--- src/rtl/if_pkg.sv ---
// if_pkg: shared types and constants for the instruction fetch stage.
//   NOP_INSTR     - instruction presented when no valid entry (addi x0,x0,0)
//   fetch_state_e - fetch FSM states
//   if_entry_t    - buffered {pc, instr} pair
package if_pkg;
  localparam logic [31:0] NOP_INSTR = 32'h0000_0013;
  typedef enum logic [1:0] {IDLE, REQ, RESP} fetch_state_e;
  typedef struct packed {
    logic [31:0] pc;
    logic [31:0] instr;
  } if_entry_t;
endpackage

--- src/rtl/if_instr_fifo.sv ---
// if_instr_fifo: DEPTH-entry buffer of fetched {pc, instr} pairs.
//   i_clk, i_resetn - clock, async active-low reset
//   flush_i         - synchronous flush, wins over push/pop
//   push_i, data_i  - write an entry (caller guarantees not full)
//   pop_i           - drop the head (caller guarantees not empty)
//   valid_o, head_o - head entry and its validity
//   count_o         - number of stored entries
module if_instr_fifo
  import if_pkg::*;
#(
  parameter int DEPTH = 2
) (
  input  logic                   i_clk,
  input  logic                   i_resetn,
  input  logic                   flush_i,
  input  logic                   push_i,
  input  if_entry_t              data_i,
  input  logic                   pop_i,
  output logic                   valid_o,
  output if_entry_t              head_o,
  output logic [$clog2(DEPTH):0] count_o
);
  localparam int AW = $clog2(DEPTH);
  if_entry_t mem_q [DEPTH];
  logic [AW-1:0] wr_q, rd_q;
  logic [AW:0] cnt_q;
  always_ff @(posedge i_clk or negedge i_resetn) begin
    if (!i_resetn) begin
      wr_q  <= '0;
      rd_q  <= '0;
      cnt_q <= '0;
    end else if (flush_i) begin
      wr_q  <= '0;
      rd_q  <= '0;
      cnt_q <= '0;
    end else begin
      if (push_i) wr_q <= wr_q + 1'b1;
      if (pop_i) rd_q <= rd_q + 1'b1;
      cnt_q <= cnt_q + (AW+1)'(push_i) - (AW+1)'(pop_i);
    end
  end
  // Storage needs no reset: the head is only used while valid_o is high.
  always_ff @(posedge i_clk) begin
    if (push_i && !flush_i) mem_q[wr_q] <= data_i;
  end
  assign valid_o = cnt_q != '0;
  assign head_o  = mem_q[rd_q];
  assign count_o = cnt_q;
endmodule

--- src/rtl/if_fetch_unit.sv ---
// if_fetch_unit: RV32I fetch stage; owns the fetch PC, issues one imem request
// at a time and buffers returned words for the IF/ID register.
//   i_clk, i_resetn          - clock, async active-low reset
//   i_stall                  - IF/ID not accepting; head is held
//   i_redirect, i_redirect_pc - taken branch/jump; flushes buffer and in-flight fetch
//   o_imem_req/o_imem_addr   - request and word address, stable until i_imem_gnt
//   i_imem_rvalid/i_imem_rdata - response for the outstanding request
//   o_if_valid/pc/p4/instr   - head entry toward IF/ID
module if_fetch_unit
  import if_pkg::*;
#(
  parameter logic [31:0] RESET_PC   = 32'h0000_0000,
  parameter int          FIFO_DEPTH = 2,
  parameter logic [31:0] NOP_INSTR  = if_pkg::NOP_INSTR
) (
  input  logic        i_clk,
  input  logic        i_resetn,
  input  logic        i_stall,
  input  logic        i_redirect,
  input  logic [31:0] i_redirect_pc,
  output logic        o_imem_req,
  output logic [31:0] o_imem_addr,
  input  logic        i_imem_gnt,
  input  logic        i_imem_rvalid,
  input  logic [31:0] i_imem_rdata,
  output logic        o_if_valid,
  output logic [31:0] o_if_pc,
  output logic [31:0] o_if_p4,
  output logic [31:0] o_if_instr
);
  localparam int CW = $clog2(FIFO_DEPTH) + 1;
  localparam logic [CW-1:0] DEPTH_C = CW'(FIFO_DEPTH);
  fetch_state_e state_q, state_d;
  logic [31:0] fetch_pc_q, fetch_pc_d, addr_q, addr_d;
  logic drop_q, drop_d, push, pop, head_valid;
  logic [CW-1:0] count;
  if_entry_t head;
  if_instr_fifo #(.DEPTH(FIFO_DEPTH)) u_fifo (
    .i_clk   (i_clk),
    .i_resetn(i_resetn),
    .flush_i (i_redirect),
    .push_i  (push),
    .data_i  ('{pc: addr_q, instr: i_imem_rdata}),
    .pop_i   (pop),
    .valid_o (head_valid),
    .head_o  (head),
    .count_o (count)
  );
  always_ff @(posedge i_clk or negedge i_resetn) begin
    if (!i_resetn) begin
      state_q    <= IDLE;
      fetch_pc_q <= RESET_PC;
      addr_q     <= RESET_PC;
      drop_q     <= 1'b0;
    end else begin
      state_q    <= state_d;
      fetch_pc_q <= fetch_pc_d;
      addr_q     <= addr_d;
      drop_q     <= drop_d;
    end
  end
  // fetch_pc_q is the next address to fetch; addr_q is the address of the
  // current/outstanding request, so a redirect can retarget fetch_pc while an
  // ungranted request keeps its address. drop_q set in REQ means a redirect
  // already supplied fetch_pc, so the grant must not advance it.
  always_comb begin
    state_d    = state_q;
    fetch_pc_d = fetch_pc_q;
    drop_d     = drop_q;
    push       = 1'b0;
    case (state_q)
      IDLE: state_d = (count < DEPTH_C) ? REQ : IDLE;
      REQ: if (i_imem_gnt) begin
        state_d    = RESP;
        fetch_pc_d = drop_q ? fetch_pc_q : fetch_pc_q + 32'd4;
      end
      RESP: if (i_imem_rvalid) begin
        push    = !drop_q;
        drop_d  = 1'b0;
        state_d = (count + CW'(!drop_q) < DEPTH_C) ? REQ : IDLE;
      end
      default: state_d = IDLE;
    endcase
    if (i_redirect) begin
      fetch_pc_d = i_redirect_pc & ~32'h3;
      push       = 1'b0;
      // A response arriving this cycle is the pending one; only mark drop
      // when one is still to come.
      if (state_q == REQ || (state_q == RESP && !i_imem_rvalid)) drop_d = 1'b1;
    end
    addr_d = (state_d == REQ && state_q != REQ) ? fetch_pc_d : addr_q;
  end
  assign pop         = head_valid && !i_stall && !i_redirect;
  assign o_imem_req  = state_q == REQ;
  assign o_imem_addr = addr_q;
  assign o_if_valid  = head_valid;
  assign o_if_pc     = head_valid ? head.pc : 32'h0;
  assign o_if_p4     = head_valid ? head.pc + 32'd4 : 32'h0;
  assign o_if_instr  = head_valid ? head.instr : NOP_INSTR;
endmodule

--- config.mk ---
export PLATFORM = sky130hd
export DESIGN_NAME = if_fetch_unit
export DESIGN_NICKNAME = d
export VERILOG_FILES = /design/src/rtl/if_pkg.sv /design/src/rtl/if_instr_fifo.sv /design/src/rtl/if_fetch_unit.sv
export SDC_FILE = /design/constraint.sdc
export NUM_CORES = 1
export LEC_CHECK = 0
export CAP_MARGIN = 15
export CORE_ASPECT_RATIO = 1.75
export CORE_MARGIN = 8
export CORE_UTILIZATION = 52
export CTS_CLUSTER_SIZE = 28
export DETAILED_ROUTE_END_ITERATION = 7
export HOLD_SLACK_MARGIN = 0.05
export PLACE_DENSITY = 0.81
export SKIP_CTS_REPAIR_TIMING = 1
export SYNTH_ARGS = -nofsm -noshare
export SYNTH_HDL_FRONTEND = slang
export SYNTH_HIERARCHICAL = 1
export SYNTH_SLANG_ARGS = --single-unit
export TNS_END_PERCENT = 10
--- constraint.sdc ---
create_clock -name i_clk -period 7.9 [get_ports i_clk]
set_input_delay 1.58 -clock i_clk [delete_from_list [all_inputs] [get_ports i_clk]]
set_output_delay 1.58 -clock i_clk [all_outputs]
set_load 0.02 [all_outputs]
==> impl_metrics.yaml <==
flow_run:
  max_cap_violations: 0
sta:
  max-slew-margin-rel_pct: 40.1
  slew_violations: 0
  grt_setup_unrepaired: "no"
  finalHoldViolations: 0
  max_freq_mhz: 184
  period_minus_slack_ns: 5.43
  fin_skew_ns: 0.0136
  tightest_slew_ns: 0.898
  period_share_pct: 68.8
  tns_ns: 0
  hold_slack_ns: 0.503
  setup_viol: 0
layout:
  diodes: 0
  syn_to_final_growth_pct: 27.8
  drive_gt1_share_pct: 14.2
  layout.cells.non_filler: 1193
  final_util_pct: 67.3
  nets: 1016
clock_network:
  clockBufferDepth: 2
  cts_tree: "built"
  insertion_delay_ns: 0.44
  cts_sinks: 199
  cts_buffers: 17
  htreeDepth: 4
  clk_pin_slew_ns: 0.07
  clockRootBuffer: "clkbuf_16"
floorplanning:
  start_util_pct: 52.7
  die_area_mm2: 0.0234
  die_h_um: 197
  io_pins: 200
  rows: 66
  core-area_mm2: 0.0184
  die_w_um: 119
drt:
  wl_per_cell_um: 19.2
  drtPass1Iterations: 4
  drc_errors: 0
  drt-total-wl_um: 22900
  vias: 6524
  viasPerCell: 5.47
  drtIter0Drc: 266
  drt.antenna.violating_nets: 0
placement:
  portBuffers: 197
  place_inst: 1161
  hpwl_um: 16700
  routabilityCongestion: 0.907
critical_path:
  start_kind: "register"
  end_kind: "output port"
  critPathArrivalTime_ns: 3.85
  worstPathRequired_ns: 6.32
  cp_max_fo: 38
  worst-setup-path-type: "register to output port"
logic_synthesis:
  synth_edf_count: 128
  synth_top_flop_cell: "edfxtp_1"
  yosys_warnings: 6
  avgSynthCellArea_um2: 12.8
  synth_cell_types: 54
  synth_area_mm2: 0.00970
  synthTopCellsByCount: "edfxtp_1 (128), and2_1 (90), dfrtp_1 (71)"
  ys_seq_area_share_pct: 58.0
  synth_top_area_share_pct: 39.6
  synthTopCellsByArea: "edfxtp_1 (40%), dfrtp_1 (18%), mux2_4 (7.7%), and2_1 (5.8%), mux2_2 (3.5%)"
  synth_nets: 832
  synth.most_common_cell: "edfxtp_1"
  synthDominantAreaCellType: "edfxtp_1"
  synth_cells: 758
  async_flop_share_pct: 35.7
  ys_ff_latch: 199
global_route:
  grt-ovfl-total: 0
  antenna_found_initial: 0
  grt_pass1_vias: 6674
  grt_max_degree: 97
  grt_pass1_wl_um: 36200
  grt_usage_pct: 19.7
power_and_ir_drop:
  p_leak_uw: 0.00464
  peakVddDrop_mv: 0.161
  power.density_mw_per_mm2: 245
hold_path:
  hold_path_class: "register to register"
outcome:
  outcome: "finished clean"
[critical path: stages (launching register included)]
cell	delay [ns]
dfrtp_4	0.74
buf_4	0.65
mux2_2	0.35
and4_1	0.26
nand3_1	0.09
nor4_1	0.35
xor2_1	0.17
and2_1	0.15
clkdlybuf4s50_1	0.61
[placed cells by master (no fill, tap or decap), types with 4 or more instances in the layout]
cell,n
a21oi_1,4
a221o_1,4
a31oi_1,5
and2_1,90
and3_1,11
and4_1,7
buf_4,7
clkbuf_16,19
clkdlybuf4s50_1,195
dfrtp_1,70
edfxtp_1,128
ha_1,4
inv_1,18
inv_6,6
mux2_2,30
mux2_4,50
mux2i_1,9
nand2_1,63
nand2b_1,11
nand3_1,24
nand4_1,18
nor2_1,21
nor2b_1,8
nor3_1,17
nor4_1,17
o211ai_1,7
o21ai_0,19
xnor2_1,22
xor2_1,27
[state kept, by name (all words and copies together) (netlist names)]
signal          flops
fetch_pc_q         32
drop_q              1
u_fifo/rd_q         1
u_fifo/count_o      2
o_imem_addr        32
state_q             2
u_fifo/wr_q         1
u_fifo/mem_q      128
[through the flow]
step | setup WS, ns | instance area, um2 | total power [uW]
after floorplan | 2.17 | 9700 | 1800
after global placement | 2.88 | 11800 | 2170
after detailed placement | 2.86 | 11800 | 2190
after CTS | 2.41 | 12400 | 3070
after global routing | 2.21 | 12400 | 3170
final | 2.47 | 12400 | 3040
[final cells by class]
cell class,instances,area [um2]
well taps,238,298
repair buffers,204,2010
clock buffers,19,475
flip-flops and latches,199,5620
inverters,18,67.6
clock inverters,13,125
fillers,1401,6020
multi-input cells,502,3790
[power by group]
part | internal [uW] | total [uW] | switching (uW)
combinational | 358 | 765 | 407
sequential | 1260 | 1400 | 141
clock | 481 | 873 | 392
[routing by layer]
layer / GRT usage [%] / vias to the layer above / wire (um)
li1: - / 3106 / -
met1: 20.5 / 3171 / 8400
met2: 36.0 / 197 / 12400
met3: 3.98 / 50 / 1040
met4: 11.3 / 0 / 1080
met5: 0 / - / 0
[kinds of logic (layout without fill, tap and decap cells)]
group | after synthesis | in the layout | synth area share (%)
compound gates | 54 | 54 | 3.74
xor+xnor | 50 | 50 | 4.66
fa+ha+maj | 4 | 4 | 0.516
buf+inv | 57 | 254 | 3.10
flops | 199 | 199 | 58.0
mux | 89 | 89 | 12.2
simple gates | 305 | 305 | 17.9
[path summary, 6_finish.rpt]
kind | from | endpoint | slack [ns] | cells past startpoint
setup / recovery | u_fifo/rd_q$_DFFE_PN0P_ | o_if_p4[30] | 2.47 | 8
hold / removal | o_imem_addr[10]$_DFFE_PN0P_ | u_fifo/mem_q[1][42]$_DFFE_PP_ | 0.50 | 0
setup reg to reg | state_q[1]$_DFF_PN0_ | o_imem_addr[31]$_DFFE_PN0P_ | 5.12 | 5
hold reg to reg | o_imem_addr[10]$_DFFE_PN0P_ | u_fifo/mem_q[1][42]$_DFFE_PP_ | 0.50 | 0
max in group asynchronous | i_resetn | u_fifo/rd_q$_DFFE_PN0P_ | 5.89 | 2
min in group asynchronous | i_resetn | o_imem_addr[27]$_DFFE_PN0P_ | 1.34 | 2
(Power assumes the default switching activity.)
==> RTL change 1 (same flow settings) <==
`FIFO_DEPTH`: 2 -> 4.
--- a/src/rtl/if_fetch_unit.sv
+++ b/src/rtl/if_fetch_unit.sv
@@ -10,7 +10,7 @@
   import if_pkg::*;
 #(
   parameter logic [31:0] RESET_PC   = 32'h0000_0000,
-  parameter int          FIFO_DEPTH = 2,
+  parameter int          FIFO_DEPTH = 4,
   parameter logic [31:0] NOP_INSTR  = if_pkg::NOP_INSTR
 ) (
   input  logic        i_clk,
Function: changed (a bounded check fails within 10 cycles, from zero or initial values and one cycle with i_resetn low).
==> RTL change 1 against the original RTL <==
Synthesized cell count rose by 19%; clock skew increased by 0.0086 ns; power is 79% higher; global-route usage fell by 0.53 points; register-to-register slack worse by 0.25 ns; non-clock buffer count down 1; critical path depth is 1 lower; cell area up 41%; wire length increased by 39%; synthesized area is 47% higher; sequential cell count rose by 131; worst hold slack better by 0.013 ns; setup slack lost 0.64 ns; largest cell class unchanged; largest power group unchanged.
==> RTL change 1: results (changes against the original RTL) <==
- Status: finished clean (unchanged)
- Buffer share of cell area: 0.1151 (was 0.1625)
- Hold path endpoint: fetch_pc_q[0] (was u_fifo/mem_q[1][42])
- DR vias: 8384 (was 6524)
- Fin worst setup slack: 1.830 ns (was 2.467 ns)
- Leak Pwr: 5.857 nW (was 4.642 nW)
- Met3 Use GR: 0.02416 (was 0.03983)
- Placed instance area: 0.01648 sq mm (was 0.01180 sq mm)
- Critical Path AT: 4.49 ns (was 3.85 ns)
- DR WL/cell: 21.53 um (was 19.22 um)
- Place WS: 2.319 ns (was 2.863 ns)
- Syn Inst Count: 905 (was 758)
- Final WL: 31890 um (was 22930 um)
- TritonRoute pass-1 iters: 5 (was 4)
- Vias in the first global route: 8917 (was 6674)
- Non-clock inverter count: 14 (was 18)
- Clock buf count: 43 (was 19)
- FF+latch area: 0.009544 sq mm (was 0.005624 sq mm)
- R2R Path Start: u_fifo/count_o[2] (was state_q[1])
- Worst setup endpoint: o_if_p4[31] (was o_if_p4[30])
- Global routing usage on met2: 0.3487 (was 0.3604)
- Post-Route Skew: 0.02218 ns (was 0.01356 ns)
- Slew headroom: 0.2291 (was 0.4014)
- GPL Wtd Cong: 0.8143 (was 0.9073)
- TritonCTS Buffers: 29 (was 17)
- EDFF count, synth: 256 (was 128)
- Commonest cells post-synth: 256 x edfxtp_1, 89 x and2_1, 74 x dfrtp_1 (was 128 x edfxtp_1, 90 x and2_1, 71 x dfrtp_1)
- Hold_sp: fetch_pc_q[0] (was o_imem_addr[10])
- Share of post-route cells with drive strength above 1: 0.1358 (was 0.1424)
- Ranking of synthesized cells by area: edfxtp_1 54%, dfrtp_1 13%, mux4_2 10% (was edfxtp_1 40%, dfrtp_1 18%, mux2_4 7.7%)
- GRT met1 Usage: 0.2129 (was 0.2048)
- Gr usage total: 0.1921 (was 0.1973)
- Cell area after layout: 0.01746 sq mm (was 0.01240 sq mm)
- Critical Path Source: u_fifo/rd_q[1] (was u_fifo/rd_q)
- Multi-input combinational area share: 0.2529 (was 0.3060)
- Fill count: 1923 (was 1401)
- Count of different cell masters after synthesis: 55 (was 54)
- DPL Wire Length: 21350 um (was 16660 um)
- Final clock-cell share: 0.05590 (was 0.04844)
- Met1 wire length: 11620 um (was 8395 um)
- FFs w/ async S/R, synth: 0.2242 (was 0.3568)
- FF-to-FF path depth: 10 (was 5)
- CTS Buffer Depth: 3 (was 2)
- R2r setup slk: 4.87 ns (was 5.12 ns)
- Multi-In Gates: 512 (was 502)
- Die area: 0.03319 sq mm (was 0.02345 sq mm)
- Fin nets: 1169 (was 1016)
- Peak VDD IR: 0.2231 mV (was 0.1606 mV)
[RTL change 1: cell count changes after synthesis, sizes merged, moves of 9 or more]
cell    change
edfxtp    +128
mux4       +64
mux2       -57
nand3       +9
buf        +10
[RTL change 1: power by group]
group	internal (mW)	total, mW	switching [mW]
logic	0.825	1.74	0.912
clock network	0.835	1.43	0.596
registers	2.07	2.27	0.199
total	3.73	5.44	1.71
[RTL change 1: critical path, cell delays in order, from the launching register on]
cell and delay, ns:
dfrtp_2 1.13, mux4_2 0.48, and4_1 0.38, and3_1 0.30
nand4_1 0.29, or4b_1 0.59, nand2_1 0.09, clkdlybuf4s50_1 0.65
[RTL change 1: cell families after synthesis]
| family | share of synthesized area |
|---|---|
| AO/OA/AOI/OAI | 0.02983 |
| buffers and inverters | 0.02352 |
| AND/OR/NAND/NOR | 0.1190 |
| multiplexers | 0.1223 |
| adder cells (fa/ha/maj) | 0.008424 |
| flip-flops | 0.6689 |
| XOR/XNOR | 0.02799 |
==> RTL change 2 (same flow settings) <==
Without the edit above. The 3 states of `fetch_state_e` get a one-hot encoding in 3 bits.
--- a/src/rtl/if_pkg.sv
+++ b/src/rtl/if_pkg.sv
@@ -4,7 +4,7 @@
 //   if_entry_t    - buffered {pc, instr} pair
 package if_pkg;
   localparam logic [31:0] NOP_INSTR = 32'h0000_0013;
-  typedef enum logic [1:0] {IDLE, REQ, RESP} fetch_state_e;
+  typedef enum logic [2:0] {IDLE = 3'b001, REQ = 3'b010, RESP = 3'b100} fetch_state_e;
   typedef struct packed {
     logic [31:0] pc;
     logic [31:0] instr;
Function: same outputs for any inputs over 4 cycles, from zero or initial values and one cycle with i_resetn low; so few cycles prove little.
==> RTL change 2 against the original RTL <==
Via count down 3.0%; cell area about the same; synthesized area down 0.57%; sequential power about the same; clock skew down 0.0025 ns; synthesized cell count shrank 2.1%; register-to-register slack is essentially flat; sequential cell count up 1; die area shrank 0.51%; setup slack worse by 0.57 ns; wire length decreased by 1.7%; fmax down 9.5%; sequential share of layout area is 0.23 points higher; power fell by 0.66%.
==> RTL change 2: results (changes against the original RTL) <==
- Sw power: 0.9161 mW (was 0.9404 mW)
- Fill count: 1392 (was 1401)
- Power per cell area: 243.7 mW/mm^2 (was 245.2 mW/mm^2)
- Synth Area in Compound Gates: 0.03698 (was 0.03741)
- Slew headroom: 0.3729 (was 0.4014)
- Share of post-route cells with drive strength above 1: 0.1382 (was 0.1424)
- Post-synthesis sequential area ratio: 0.5856 (was 0.5795)
- First-pass GRT wire length: 35640 um (was 36200 um)
- Commonest cells post-synth: 128 x edfxtp_1, 86 x and2_1, 71 x dfrtp_1 (was 128 x edfxtp_1, 90 x and2_1, 71 x dfrtp_1)
- Mux share of post-synthesis cell area: 0.1256 (was 0.1215)
- Combinational power share: 0.240 (was 0.252)
- Ranking of synthesized cells by area: edfxtp_1 40%, dfrtp_1 18%, mux2_4 7.8% (was edfxtp_1 40%, dfrtp_1 18%, mux2_4 7.7%)
- Critical path peak fanout: 39 (was 38)
- Met1 wire length: 8431 um (was 8395 um)
- Critical Path AT: 4.43 ns (was 3.85 ns)
- Synth Net Count: 816 (was 832)
- Leak Pwr: 4.580 nW (was 4.642 nW)
- Fin nets: 1002 (was 1016)
- Placed insts: 1147 (was 1161)
- Crit-path max cell delay: 0.76 ns (was 0.74 ns)
- FFs w/ async S/R, synth: 0.3600 (was 0.3568)
- Vias in the first global route: 6541 (was 6674)
- Initial antenna violation count: 1 (was 0)
- Gr usage total: 0.1949 (was 0.1973)
- Metal3 WL: 844 um (was 1041 um)
- Status: finished clean (unchanged)
- First-iteration detailed-routing DRC count: 285 (was 266)
- Vias per cell: 5.361 (was 5.469)
- Post-Route Skew: 0.01107 ns (was 0.01356 ns)
- CP delay by family, top: simple AND/OR/NAND/NOR gates (was buffers and inverters)
- Peak VDD IR: 0.1719 mV (was 0.1606 mV)
- DPL Wire Length: 16350 um (was 16660 um)
- Adder-Cell Fraction of Synth Area: 0.005190 (was 0.005161)
- GPL Wtd Cong: 0.8526 (was 0.9073)
- Count of different cell masters after synthesis: 53 (was 54)
- Syn Area/Cell: 13.00 sq um (was 12.79 sq um)
RTL change 2: area by class of cell:
class                      instances  share of cell area
sequential                       200              0.4559
multi-input combinational        488              0.3027
timing repair buffer             205              0.1632
clock buffer                      19             0.03665
tap                              238             0.02403
clock inverter                    13             0.01252
inverter                          16            0.004846
antenna                            1           0.0002019
RTL change 2: layer usage:
layer / vias up / GRT usage
met5: - / 0
met4: 0 / 0.09562
met3: 33 / 0.03454
met2: 183 / 0.3606
met1: 3055 / 0.2074
li1: 3055 / -
RTL change 2: final timing paths:
path	start	end	cells past startpoint	slack, ns
max	u_fifo/rd_q	o_if_p4[31]	8	1.89
max in group asynchronous	i_resetn	u_fifo/rd_q	2	5.85
min in group asynchronous	i_resetn	o_imem_addr[2]	2	1.34
max reg2reg	state_q[1]	o_imem_addr[20]	5	5.13
min reg2reg	o_imem_addr[21]	u_fifo/mem_q[0][53]	0	0.51
min	o_imem_addr[21]	u_fifo/mem_q[0][53]	0	0.51
